**config.mk**
```make
export PLATFORM = sky130hd
export DESIGN_NAME = traffic_light_monitor
export DESIGN_NICKNAME = d
export VERILOG_FILES = /design/src/rtl/traffic_light_monitor.sv
export SDC_FILE = /design/constraint.sdc
export NUM_CORES = 1
export LEC_CHECK = 0
export ABC_AREA = 1
export ABC_CLOCK_PERIOD_IN_PS = 2100
export BUFFER_PORTS_ARGS = -buffer_cell sky130_fd_sc_hd__buf_2
export CELL_PAD_IN_SITES_DETAIL_PLACEMENT = 1
export CELL_PAD_IN_SITES_GLOBAL_PLACEMENT = 1
export CORE_ASPECT_RATIO = 0.6
export CORE_MARGIN = 8
export CORE_UTILIZATION = 40
export CTS_BUF_LIST = sky130_fd_sc_hd__clkbuf_2 sky130_fd_sc_hd__clkbuf_4 sky130_fd_sc_hd__clkbuf_8
export DETAILED_ROUTE_END_ITERATION = 10
export PLACE_DENSITY = 0.81
export SYNTH_ARGS = -nofsm -noshare
export SYNTH_HDL_FRONTEND = slang
export SYNTH_SLANG_ARGS = --single-unit
```
**constraint.sdc**
```tcl
create_clock -name i_clk -period 2.1 [get_ports i_clk]
set_input_delay 0.42 -clock i_clk [delete_from_list [all_inputs] [get_ports i_clk]]
set_output_delay 0.42 -clock i_clk [all_outputs]
set_load 0.03 [all_outputs]
```
**src/rtl/traffic_light_monitor.sv**
```systemverilog
// Watches two lamp heads of a traffic light controller, times each phase and
// latches the first rule violation seen (lamp, conflict, sequence, timing).
module traffic_light_monitor #(
    parameter int GREEN_MAX  = 60,
    parameter int YELLOW_MIN = 3,
    parameter int YELLOW_MAX = 5,
    parameter int RED_MAX    = 99
) (
    input  logic       i_clk,
    input  logic       i_rst,
    input  logic       i_en,
    input  logic       i_tick,
    input  logic       i_clr,
    input  logic [2:0] i_led_a,
    input  logic [2:0] i_led_b,
    output logic [1:0] o_phase_a,
    output logic [1:0] o_phase_b,
    output logic       o_fault,
    output logic [2:0] o_fault_code,
    output logic       o_fault_dir,
    output logic [6:0] o_last_dur_a,
    output logic [6:0] o_last_dur_b,
    output logic [7:0] o_cycle_cnt
);

    typedef enum logic [1:0] {
        PH_INV = 2'b00,
        PH_RED = 2'b01,
        PH_YEL = 2'b10,
        PH_GRN = 2'b11
    } phase_t;

    function automatic phase_t decode(input logic [2:0] led);
        phase_t p;
        case (led)
            3'b001:  p = PH_RED;
            3'b010:  p = PH_YEL;
            3'b100:  p = PH_GRN;
            default: p = PH_INV;
        endcase
        return p;
    endfunction

    function automatic logic legal_step(input phase_t src, input phase_t dst);
        return (src == PH_RED && dst == PH_GRN) ||
               (src == PH_GRN && dst == PH_YEL) ||
               (src == PH_YEL && dst == PH_RED);
    endfunction

    // An invalid phase has no timing limit; the lamp fault covers it.
    function automatic int phase_max(input phase_t p);
        int m;
        case (p)
            PH_GRN:  m = GREEN_MAX;
            PH_YEL:  m = YELLOW_MAX;
            PH_RED:  m = RED_MAX;
            default: m = 128;
        endcase
        return m;
    endfunction

    function automatic logic [6:0] sat_inc(input logic [6:0] v);
        return (v == 7'd127) ? v : v + 7'd1;
    endfunction

    logic [2:0] led      [2];
    phase_t     ph       [2];
    phase_t     prev     [2];
    logic [6:0] dur      [2];
    logic [6:0] last_dur [2];
    logic [1:0] prev_vld;
    logic [1:0] change;
    logic [1:0] lamp_f;
    logic [1:0] trans_f;
    logic [1:0] over_f;
    logic [1:0] short_f;
    logic       conflict;
    logic       det_vld;
    logic [2:0] det_code;
    logic       det_dir;
    logic       fault_q;
    logic [2:0] code_q;
    logic       dir_q;
    logic [7:0] cycle_cnt;

    assign led[0] = i_led_a;
    assign led[1] = i_led_b;

    // Violations are judged on this cycle's lamps so they latch at the edge ending it.
    always_comb begin
        for (int d = 0; d < 2; d++) begin
            ph[d]      = decode(led[d]);
            change[d]  = i_en && prev_vld[d] && (ph[d] != prev[d]);
            lamp_f[d]  = i_en && (ph[d] == PH_INV);
            trans_f[d] = change[d] && !legal_step(prev[d], ph[d]);
            over_f[d]  = i_en && !change[d] && i_tick &&
                         (int'(dur[d]) >= phase_max(prev[d]));
            short_f[d] = change[d] && (prev[d] == PH_YEL) && (ph[d] == PH_RED) &&
                         (int'(dur[d]) < YELLOW_MIN);
        end
    end

    assign conflict = i_en && (ph[0] != PH_RED) && (ph[0] != PH_INV) &&
                      (ph[1] != PH_RED) && (ph[1] != PH_INV);

    always_comb begin
        det_vld  = 1'b0;
        det_code = 3'd0;
        det_dir  = 1'b0;
        if (lamp_f != 2'b00) begin
            det_vld  = 1'b1;
            det_code = 3'd1;
            det_dir  = !lamp_f[0];
        end else if (conflict) begin
            det_vld  = 1'b1;
            det_code = 3'd2;
        end else if (trans_f != 2'b00) begin
            det_vld  = 1'b1;
            det_code = 3'd3;
            det_dir  = !trans_f[0];
        end else if (over_f != 2'b00) begin
            det_vld  = 1'b1;
            det_code = 3'd4;
            det_dir  = !over_f[0];
        end else if (short_f != 2'b00) begin
            det_vld  = 1'b1;
            det_code = 3'd5;
            det_dir  = !short_f[0];
        end
    end

    always_ff @(posedge i_clk) begin
        if (i_rst) begin
            for (int d = 0; d < 2; d++) begin
                prev[d]     <= PH_INV;
                dur[d]      <= '0;
                last_dur[d] <= '0;
            end
            prev_vld  <= '0;
            fault_q   <= 1'b0;
            code_q    <= 3'd0;
            dir_q     <= 1'b0;
            cycle_cnt <= '0;
        end else begin
            prev_vld <= {2{i_en}};
            for (int d = 0; d < 2; d++) begin
                prev[d] <= ph[d];
                if (!i_en || change[d])
                    dur[d] <= '0;
                else if (i_tick)
                    dur[d] <= sat_inc(dur[d]);
                if (change[d])
                    last_dur[d] <= dur[d];
            end
            if (change[0] && prev[0] == PH_YEL && ph[0] == PH_RED)
                cycle_cnt <= cycle_cnt + 8'd1;
            if (i_clr) begin
                fault_q <= 1'b0;
                code_q  <= 3'd0;
                dir_q   <= 1'b0;
            end
            // A clear and a fresh violation in the same cycle leaves the new one latched.
            if (det_vld && (!fault_q || i_clr)) begin
                fault_q <= 1'b1;
                code_q  <= det_code;
                dir_q   <= det_dir;
            end
        end
    end

    assign o_phase_a    = prev[0];
    assign o_phase_b    = prev[1];
    assign o_fault      = fault_q;
    assign o_fault_code = code_q;
    assign o_fault_dir  = dir_q;
    assign o_last_dur_a = last_dur[0];
    assign o_last_dur_b = last_dur[1];
    assign o_cycle_cnt  = cycle_cnt;

endmodule

```
Word level (Yosys, flattened, before mapping):

Memory sizes are Yosys's and may differ from the RTL's.
Index checks and enable logic that the tools add are counted.
Widths: inputs -> output; s select.

* order comparisons: 4
* mux-type cells: 56
* reductions and logical operators: 57
* add/subtract/negate cells: 3
* bitwise logic cells: 8
* equal/unequal tests: 24

Operators with widths (count)
* $ge 8x32->1: 2
* $mux 7: 8
* $pmux 8 s3: 2
* $mux 1: 35
* $logic_and 1x1->1: 31
* $mux 3: 7
* $eq 2x2->1 const B: 8
* $add 7x1->7 const B: 2
* $eq 7x7->1 const B: 2
* $lt 7x2->1 const B: 2
* $reduce_bool 2->1: 7
* $pmux 2 s3: 2
* $logic_not 1->1: 10
* $add 8x1->8 const B: 1
* $eq 2x1->1 const B: 4
* $or 1x1->1: 8
* $logic_or 1x1->1: 7
* $eq 3x1->1 const B: 2
* $eq 3x2->1 const B: 2
* $eq 3x3->1 const B: 2
* $logic_not 2->1: 2
* $mux 2: 2
* $ne 2x1->1 const B: 2
* $ne 2x2->1: 2

* output and inout bits: 31
* flip-flop bits (word level): 14
* RAM bits: 32
* word-level logic and storage cells: 160
* bits of input ports: 11
* memories: 3

Memory list
* dur: words 2, bits a word 7, read ports 2, clocked after Yosys merged registers in 0, wr ports 2, line 69 `logic [6:0] dur [2];`
* last_dur: words 2, bits a word 7, read ports 2, clocked after Yosys merged registers in 0, wr ports 2, line 70 `logic [6:0] last_dur [2];`
* prev: words 2, bits a word 2, read ports 2, clocked after Yosys merged registers in 0, wr ports 2, line 68 `phase_t prev [2];`

Depth between registers and ports, before layout:

Gate-level depths: netlist (run 1).

* depth after elaboration: 15
* depth in mapped cells: 18
* gate-level depth less buffers: 18

Least setup slack after synthesis (run 1):

No wires, ideal clock.

* kind: reg-to-reg
* from: mem prev[0][2] (netlist name)
* to: reg dir_q (netlist: o_fault_dir)
* library setup time: 0.068 ns
* arrival time: 2.317 ns
* path slack: -0.285 ns
* data required time: 2.032 ns
* cell stages (with the launch flop): 17
* buffers on the path: 0
* period minus slack after synthesis: 2.385 ns
* cell sequence: dfxtp_1 inv_1 ha_1 inv_1 o21ai_0 ha_1 a21oi_1 nor2_1 a21oi_1 nand3_1 nand3_2 nand2_1 nor2_2 nand2_2 nand2_4 nand3_1 a21oi_2

RTL lines
* from (decl): line 68
* to (signal assigned): line 166 `dir_q <= det_dir;`
* to (decl): line 83 `logic dir_q;`

==> results by group, run 1 <==
Status
  – Status: finished with violations
  – Failing checks: negative setup slack

Worst setup path
  – Cell Chain, Critical Path: buf_6, ha_4, o21bai_1, ha_1, nand2_2, inv_2, nand2_2, nand2_1, nand2_1, nand3_2, nand3_4, nand2_4, nor2_4, nand2_2, nand2_4, nor2_2, nand2_1, a21oi_2
  – CP Data Arrival Time: 2.45 ns
  – Crit Path Max Fanout: 7
  – CP Data Required Time: 2.31 ns
  – Crit path kind: flip-flop to flip-flop
  – Critical-path top delay cell: dfxtp_4
  – Startpoint Class: flip-flop
  – Crit-path max cell delay: 0.38 ns
  – CP Capture Type: flip-flop

Synthesis
  – Cell count after synthesis: 357
  – Distinct cells, synth: 34
  – Top cells by area, synth: edfxtp_1 29%, dfxtp_1 13%, ha_1 11%
  – Yosys warns: 0
  – Synth Net Count: 394
  – Yosys reg bits: 46
  – Post-synthesis cell area: 2870 um2
  – Yosys top cell area share: 29.3%
  – Area leader, netlist: edfxtp_1
  – Mean Syn Cell Area: 8.05 um2
  – Share of the yosys chip area belonging to registers: 41.8%

Power and ir drop
  – Switching pwr: 0.000785 W
  – Seq pwr share: 46.3%
  – Maximum VDD drop: 0.286 mV
  – Clk pwr share: 28.1%
  – Overall Power: 0.00225 W
  – Sw frac: 34.9%
  – Cell-internal power: 0.00146 W
  – Logic pwr share: 25.5%
  – PwrDens: 600 nW/um2
  – P_leak: 1.70 nW

Floorplan
  – # rows: 24
  – Core outline area: 7120 um2
  – Die Y: 81.7 um
  – Die area: 10200 um2
  – Width of the die: 125 um
  – Starting Density: 40.4%
  – # IOs: 42

Routing
  – Via-per-instance ratio: 5.09
  – Number of routed nets with antenna violations: 0
  – Final WL: 8.62 mm
  – DRT Pass-1 Iters: 4
  – Drt first-iter violations: 157
  – WL/cell: 16.6 um
  – Remaining DRCs: 0
  – Via count of the routed design: 2642

Clock tree
  – Clock root buffer: clkbuf_8
  – Clock latency on the worst-skew pair: 0.33 ns
  – Number of buffers inserted by hold repair at cts: 0
  – Num Clock Sinks: 46
  – CTS tree: built
  – Htree depth: 2
  – Clock-pin slew on the worst setup and hold paths: 0.10 ns
  – Clock Path Buffers: 2
  – Total CTS buffers: 5

STA
  – FMAX: 0.447 GHz
  – Slack of the critical path: -0.137 ns
  – Final-report hold violation count: 0
  – Skew final: 0.0202 ns
  – Rel. slew slack: 67.1%
  – Least-Margin Pin Slew: 0.488 ns
  – Unrepaired setup endpoints after global routing: true
  – Hold Slack: 0.405 ns
  – Min Tclk post-route: 2.24 ns
  – Max Slew Vio Count: 0
  – Final Setup Violations: 5
  – Tcrit/Tclk final: 107%

Final layout
  – Diode count: 0
  – Register area: 1220 um2
  – Layout area overhead: 30.3%
  – Multi-input gate area: 1650 um2
  – Share of cells above drive strength 1: 35.3%
  – FILL cells: 851
  – NumNets Final: 464

Placed design
  – I/O Buffers: 41
  – Routability Congestion: 0.805
  – Final HPWL DP: 5.96 mm
  – Worst slack at placement: -0.172 ns

Global routing
  – Gr usage total: 16.3%
  – Largest net degree at the start of global routing: 18
  – Gr ovfl total: 0
  – Initial antenna violation count: 0
  – Number of global-route vias before repair: 2762
  – Global-route wire length before repair: 13.5 mm

Run
  – Max-cap violations: 0

Worst hold path
  – Worst hold path class: input pin to flip-flop
==> cells in the mapped netlist, drive strengths merged <==
| cell | number |
|---|---|
| o21bai | 2 |
| nand3 | 28 |
| nand4 | 8 |
| o2111ai | 1 |
| ha | 26 |
| a21oi | 19 |
| nand3b | 1 |
| buf | 2 |
| xor2 | 3 |
| a31oi | 2 |
| nor4 | 1 |
| clkbuf | 1 |
| a21o | 1 |
| nor2 | 48 |
| or3 | 1 |
| o211ai | 1 |
| nand2 | 74 |
| edfxtp | 28 |
| dfxtp | 18 |
| o21ai | 16 |
| nor3b | 4 |
| inv | 64 |
| nor3 | 8 |
==> stage by stage <==
| step | instances | util [%] | cell area, um2 | setup TNS, ns |
|---|---|---|---|---|
| floorplan | 357 | - | 2890 | 0 |
| global placement | 503 | 46.9 | 3340 | -0.107 |
| detailed placement | 503 | 46.9 | 3340 | -0.757 |
| CTS | 515 | 49.4 | 3520 | -0.289 |
| global route | 519 | 52.6 | 3750 | -1.50 |
| finish | 519 | 52.6 | 3750 | -0.584 |
==> metal layers <==
metal	vias up	share of wire (%)	global-route usage [%]
li1	1310	-	-
met1	1270	46	20.6
met2	48	48	27.3
met3	14	4.1	3.95
met4	0	1.5	5.79
met5	-	0	0
==> power by group through the flow <==
stage	combinational (W)	clock, W	sequential (W)
global placement	0.000445	0	0.00105
finish	0.000574	0.000632	0.00104
global route	0.000632	0.000671	0.00105
floorplan	0.000250	0	0.00111
CTS	0.000499	0.000637	0.00103
detailed placement	0.000465	0	0.00105
==> sequential cells by signal, summed over array words and instances, names as in the netlist <==
name / flops
o_fault: 1
last_dur: 14
o_cycle_cnt: 8
prev_vld: 1
o_fault_dir: 1
dur: 14
prev: 4
o_fault_code: 3
==> logic make-up after synthesis <==
kind of cell               Yosys count  share of synthesized area, %
AOI/OAI and AO/OA                   42                          8.27
xor gates and xnor gates             3                         0.914
adders and majority gates           26                          11.3
buffers and inverters               67                          8.79
DFF                                 46                          41.8
and+or+nand+nor                    173                          28.9
==> final timing paths <==
path / from / to / slack [ns] / cells past startpoint
worst max register to register: prev[0][1]$_SDFF_PP0_ / o_fault_dir$_SDFFE_PP0P_ / -0.14 / 18
worst min register to register: o_fault_dir$_SDFFE_PP0P_ / o_fault_dir$_SDFFE_PP0P_ / 0.49 / 2
worst min-delay path: i_en / prev_vld[0]$_SDFF_PP0_ / 0.40 / 3
worst max-delay path: prev[0][1]$_SDFF_PP0_ / o_fault_dir$_SDFFE_PP0P_ / -0.14 / 18
==> cell usage in the layout (no fill, tap or decap), types with 2 or more instances in the layout <==
| master | count |
|---|---|
| ha_2 | 3 |
| xor2_1 | 3 |
| nand3_2 | 12 |
| inv_2 | 10 |
| o21ai_0 | 8 |
| dfxtp_1 | 14 |
| clkbuf_8 | 5 |
| dfxtp_4 | 4 |
| nand2_4 | 4 |
| o21ai_2 | 4 |
| nand2_2 | 10 |
| o21ai_1 | 3 |
| nor2_4 | 2 |
| nor3_1 | 7 |
| o21bai_1 | 2 |
| nand2_1 | 60 |
| nand3_1 | 15 |
| nor2_1 | 42 |
| ha_4 | 8 |
| ha_1 | 15 |
| nand4_1 | 8 |
| a31oi_1 | 2 |
| inv_6 | 5 |
| nor3b_1 | 3 |
| inv_1 | 49 |
| inv_4 | 3 |
| buf_2 | 41 |
| nor2_2 | 4 |
| buf_4 | 21 |
| a21oi_1 | 13 |
| edfxtp_1 | 28 |
| buf_6 | 3 |
| a21oi_2 | 6 |
==> cell type report <==
type                       count  share of cell area, %
clock buffer                   5                   1.84
timing repair buffer          66                   11.1
sequential                    46                   32.5
clock inverter                 3                  0.701
multi-input combinational    244                   44.0
inverter                      64                   6.88
tap                           91                   3.04
==> worst max-delay path, delay by kind of cell (launching register included) <==
kind,cells,cell delay (ns)
AND/OR/NAND/NOR,12,0.86
adder cells (fa/ha/maj),2,0.43
buffers and inverters,2,0.17
AO/OA/AOI/OAI,2,0.25
flip-flops,1,0.38
==> timing repair <==
action	CTS	global route
endpoints found under the setup margin	5	6
pin swaps	15	28
resized for setup	20	43
setup buffers	4	4
Note: power is estimated with default switching activity, not from simulation.
==> run 2, diff against run 1 <==
TNS_END_PERCENT = 30   (was unset)
==> run 2 against run 1 <==
Net effect: the run still ends with negative setup slack left; via count down 0.72%; clock power about the same; combinational power about the same; register-to-register slack about the same; power about the same; non-clock buffer count unchanged; clock skew about the same; largest cell class unchanged.
==> results by group, run 2 (synthesis gave the netlist of run 1 again) <==
Clock tree
  – Clock root buffer: clkbuf_8
  – Htree depth: 2
  – Clock-pin slew on the worst setup and hold paths: 0.11 ns
  – Number of buffers inserted by hold repair at cts: 0
  – Num Clock Sinks: 46
  – Clock latency on the worst-skew pair: 0.33 ns
  – Total CTS buffers: 5
  – Clock Path Buffers: 2
  – CTS tree: built

Floorplan
  – # rows: 24
  – Starting Density: 40.4%
  – Core outline area: 7120 um2
  – Die area: 10200 um2
  – Die Y: 81.7 um
  – Width of the die: 125 um
  – # IOs: 42

STA
  – Unrepaired setup endpoints after global routing: true
  – Min Tclk post-route: 2.24 ns
  – Slack of the critical path: -0.137 ns
  – Setup TNS: -0.558 ns
  – Skew final: 0.0204 ns
  – Max Slew Vio Count: 0
  – Final-report hold violation count: 0
  – FMAX: 0.447 GHz
  – Least-Margin Pin Slew: 0.486 ns
  – Tcrit/Tclk final: 107%
  – Rel. slew slack: 67.3%
  – Final Setup Violations: 5

Routing
  – Remaining DRCs: 0
  – Final WL: 8.61 mm
  – Drt first-iter violations: 136
  – DRT Pass-1 Iters: 4
  – Via-per-instance ratio: 5.05
  – Via count of the routed design: 2623
  – Number of routed nets with antenna violations: 0
  – WL/cell: 16.6 um

Status
  – Failing checks: negative setup slack
  – Status: finished with violations

Placed design
  – Final HPWL DP: 5.96 mm
  – Placed instance area: 3340 um2
  – Routability Congestion: 0.805
  – Placed cells: 503
  – I/O Buffers: 41

Final layout
  – NumNets Final: 464
  – Diode count: 0
  – Commonest non-fill, non-tap cells in the layout: 60 x nand2_1, 49 x inv_1, 42 x nor2_1
  – Final non-filler cell total: 519
  – Share of cells above drive strength 1: 35.3%
  – Layout area overhead: 30.3%
  – Post-route cell area: 3750 um2
  – Commonest non-fill, non-tap cell in the layout: nand2_1

Power and ir drop
  – PwrDens: 600 nW/um2
  – Seq pwr share: 46.3%
  – Clk pwr share: 28.1%
  – Switching pwr: 0.000786 W
  – P_leak: 1.70 nW
  – Sw frac: 35.0%
  – Cell-internal power: 0.00146 W
  – Maximum VDD drop: 0.286 mV
  – Logic pwr share: 25.5%

Worst setup path
  – CP Capture Type: flip-flop
  – Reg-to-Reg End: o_fault_dir$_SDFFE_PP0P_
  – Critical path buffer and inverter count: 2
  – CP Data Required Time: 2.36 ns
  – CP Depth: 17
  – Crit Path Max Fanout: 7
  – Critical Path Source: prev[0][2]$_SDFF_PP0_
  – Worst R2R Setup Slack: -0.14 ns
  – Crit-path max cell delay: 0.42 ns
  – Crit path kind: flip-flop to flip-flop
  – CP Data Arrival Time: 2.50 ns
  – CP top delay family: simple AND/OR/NAND/NOR gates
  – Worst R2R Path Depth: 17
  – Reg2reg start: prev[0][2]$_SDFF_PP0_
  – Critical-path top delay cell: dfxtp_4
  – Startpoint Class: flip-flop
  – CP endpoint: o_fault_dir$_SDFFE_PP0P_
  – Cell Chain, Critical Path: inv_4, ha_4, inv_4, o21ai_4, ha_4, nand2_2, nor2_2, nand4_1, nand3_2, nand3_2, nand2_4, nor2_4, nand2_2, nand2_4, nor2_2, nand2_1, a21oi_2

Worst hold path
  – Worst hold path class: input pin to flip-flop

Global routing
  – Met1 Use GR: 20.6%
  – Global-route wire length before repair: 13.5 mm
  – Initial antenna violation count: 0
  – Number of global-route vias before repair: 2762
  – Largest net degree at the start of global routing: 18
  – Gr ovfl total: 0
  – M3 GR Usage: 3.95%
  – Gr usage total: 16.3%
  – Met2 usage: 27.3%
  – Layer carrying the most global-route usage: met2

Run
  – Max-cap violations: 0
run 2: cell counts in the layout (fill, tap and decap cells not counted):
No cell type changed its count.
run 2: power groups by stage:
stage,clock network [W],logic [W],registers (W)
2_1_floorplan,0,0.000250,0.00111
3_3_place_gp,0,0.000445,0.00105
3_5_place_dp,0,0.000465,0.00105
4_1_cts,0.000637,0.000499,0.00103
5_1_grt,0.000671,0.000632,0.00105
6_report,0.000633,0.000574,0.00104
run 2: cell type report:
type                       count  area [um2]
sequential                    46        1220
clock buffer                   5        68.8
clock inverter                 3        26.3
multi-input combinational    244        1650
tap                           91         114
timing repair buffer          66         417
inverter                      64         258
fill                         851        3370
run 2: tightest hold or removal path, cell delays in order:
cell and delay, ns:
buf_2 0.15, inv_1 0.08, nor2_1 0.04
run 2: per-layer routing:
layer | up-vias | share of wire (%)
met4 | 0 | 1.5
li1 | 1309 | -
met2 | 42 | 49
met1 | 1260 | 46
met5 | - | 0
met3 | 12 | 3.9
run 2: per-stage QoR:
step | util, % | worst slack [ns] | total power (W) | hold slack, ns
after global placement | 46.9 | -0.0365 | 0.00150 | 0.454
final | 52.6 | -0.137 | 0.00225 | 0.404
after floorplan | - | 0.000379 | 0.00136 | 0.496
after global routing | 52.6 | -0.316 | 0.00235 | 0.415
after CTS | 49.4 | -0.0678 | 0.00217 | 0.397
after detailed placement | 46.9 | -0.172 | 0.00152 | 0.476
run 2: worst min-delay path by stage:
| stage | from | slack [ns] | cells after the start | to |
|---|---|---|---|---|
| 2_1_floorplan | i_rst | 0.50 | 1 | o_cycle_cnt[4]$_SDFFE_PP0P_ |
| 3_5_place_dp | o_cycle_cnt[7]$_SDFFE_PP0P_ | 0.48 | 2 | o_cycle_cnt[7]$_SDFFE_PP0P_ |
| 4_1_cts | i_en | 0.40 | 3 | prev_vld[0]$_SDFF_PP0_ |
| 5_1_grt | i_en | 0.42 | 3 | prev_vld[0]$_SDFF_PP0_ |
| 3_3_place_gp | o_cycle_cnt[7]$_SDFFE_PP0P_ | 0.45 | 2 | o_cycle_cnt[7]$_SDFFE_PP0P_ |
| 6_report | i_en | 0.40 | 3 | prev_vld[0]$_SDFF_PP0_ |
run 2: timing repair:
action	CTS	global route
gates resized for setup	20	43
setup buffers	4	4
pin swaps	15	28
endpoints found under the hold margin	0	0
setup endpoints to repair	5	6
==> run 3, diff against run 2 <==
CELL_PAD_IN_SITES_DETAIL_PLACEMENT = 0   (was 1)
GPL_ROUTABILITY_DRIVEN = 0   (was unset)
==> run 3 against run 2 <==
Net effect: the run still ends with negative setup slack left; largest cell class unchanged; clock-buffer cell count stayed put; sequential power barely moved; final area is 2.8% lower; first-iteration DRC count up 6.6%; via count is 6.1% lower; die area is the same; wire length is 21% lower; worst setup slack better by 0.097 ns.
==> results by group, run 3 (synthesis gave the netlist of run 1 again) <==
Status
  – Status: finished with violations
  – Failing checks: negative setup slack

Clock tree
  – Clock root buffer: clkbuf_8
  – Clock latency on the worst-skew pair: 0.32 ns
  – Num Clock Sinks: 46
  – Clock Path Buffers: 2
  – Number of buffers inserted by hold repair at cts: 0
  – CTS tree: built
  – Clock-pin slew on the worst setup and hold paths: 0.10 ns
  – Htree depth: 2
  – Total CTS buffers: 5

Final layout
  – Commonest non-fill, non-tap cell in the layout: nand2_1
  – NumNets Final: 463
  – Commonest non-fill, non-tap cells in the layout: 63 x nand2_1, 51 x inv_1, 42 x nor2_1
  – Register area: 1220 um2
  – Layout area overhead: 26.7%
  – Share of cells above drive strength 1: 32.3%
  – Diode count: 0
  – FILL cells: 695
  – Multi-input gate area: 1560 um2

Routing
  – Drt first-iter violations: 145
  – DRT Pass-1 Iters: 4
  – Number of routed nets with antenna violations: 0
  – WL/cell: 13.1 um
  – Via-per-instance ratio: 4.76
  – Remaining DRCs: 0
  – Via count of the routed design: 2464
  – Final WL: 6.77 mm

Global routing
  – Gr usage total: 13.9%
  – Number of global-route vias before repair: 2389
  – Initial antenna violation count: 0
  – Global-route wire length before repair: 11.5 mm
  – Largest net degree at the start of global routing: 18
  – Gr ovfl total: 0

Power and ir drop
  – Overall Power: 0.00216 W
  – P_leak: 1.69 nW
  – Maximum VDD drop: 0.303 mV
  – PwrDens: 593 nW/um2

STA
  – Skew final: 0.0163 ns
  – Tcrit/Tclk final: 102%
  – Rel. slew slack: 67.3%
  – Hold Slack: 0.402 ns
  – Final-report hold violation count: 0
  – Slack of the critical path: -0.0402 ns
  – Min Tclk post-route: 2.14 ns
  – Setup TNS: -0.0974 ns
  – FMAX: 0.467 GHz
  – Least-Margin Pin Slew: 0.486 ns
  – Unrepaired setup endpoints after global routing: true
  – Final Setup Violations: 4
  – Max Slew Vio Count: 0

Floorplan
  – # rows: 24
  – Width of the die: 125 um
  – Starting Density: 40.4%
  – Die Y: 81.7 um
  – # IOs: 42
  – Core outline area: 7120 um2
  – Die area: 10200 um2

Worst setup path
  – CP Capture Type: flip-flop
  – Crit Path Max Fanout: 7
  – Crit-path max cell delay: 0.38 ns
  – Worst R2R Path Depth: 16
  – Startpoint Class: flip-flop
  – CP Data Arrival Time: 2.39 ns
  – CP Depth: 16
  – Cell Chain, Critical Path: inv_4, ha_1, inv_2, ha_1, inv_1, nor3_2, nand4_1, nand3_2, nand3_2, nand2_2, nor2_4, nand2_2, nand2_4, nor2_2, nand2_1, a21oi_2
  – Critical-path top delay cell: dfxtp_4
  – CP Data Required Time: 2.35 ns
  – CP top delay family: simple AND/OR/NAND/NOR gates
  – Crit path kind: flip-flop to flip-flop
  – Critical path buffer and inverter count: 3

Worst hold path
  – Worst hold path class: input pin to flip-flop
  – WHS Path Cells: 3

Placed design
  – I/O Buffers: 41
  – Final HPWL DP: 5.10 mm

Run
  – Max-cap violations: 0
## run 3: changes by cell type in the layout (fill, tap and decap cells not counted), moves of 2 or more
cell     change
nand3_1      +2
nand2_1      +3
ha_4         -3
ha_1         +3
inv_1        +2
nand2_2      -2
## run 3: final cells by class
cell class / count / area share, %
multi-input combinational: 244 / 42.8
sequential: 46 / 33.4
timing repair buffer: 65 / 11.1
inverter: 64 / 6.94
tap: 91 / 3.13
clock buffer: 5 / 1.89
clock inverter: 3 / 0.722
## run 3: path summary, 6_finish.rpt
| kind | to | slack [ns] | startpoint |
|---|---|---|---|
| hold / removal | prev_vld[0]$_SDFF_PP0_ | 0.40 | i_en |
| setup / recovery | o_fault_dir$_SDFFE_PP0P_ | -0.04 | prev[0][1]$_SDFF_PP0_ |
| hold reg to reg | o_cycle_cnt[7]$_SDFFE_PP0P_ | 0.48 | o_cycle_cnt[7]$_SDFFE_PP0P_ |
| setup reg to reg | o_fault_dir$_SDFFE_PP0P_ | -0.04 | prev[0][1]$_SDFF_PP0_ |
## run 3: stage by stage
stage	utilization (%)	area, um2	instances	worst slack [ns]
finish	51.2	3640	518	-0.0402
global route	51.2	3640	518	-0.211
CTS	49.4	3510	515	-0.0720
detailed placement	46.9	3340	503	-0.111
global placement	46.9	3340	503	-0.0365
floorplan	-	2890	357	0.000379
## run 3: where the power goes
group          switching (W)  total (W)  internal (W)
clock               0.000364   0.000612      0.000248
sequential         0.0000361    0.00104       0.00100
combinational       0.000318   0.000511      0.000192
## run 3: tightest hold or removal path, stage by stage
cell and delay, ns:
buf_2 0.15, inv_1 0.08, nor2_1 0.04
## run 3: metal layers
metal,track usage [%],up-vias,part of all wire [%]
met4,4.70,0,1.0
met1,19.1,1110,53
met3,3.76,6,4.7
met2,20.8,37,41
li1,-,1311,-
met5,0,-,0
## run 3: timing repair
| action | 4_1_cts | 5_1_grt |
|---|---|---|
| pin swaps | 18 | 18 |
| setup buffers | 4 | 3 |
| resized for setup | 18 | 24 |
| cloned | 0 | 0 |
| endpoints found under the setup margin | 5 | 5 |
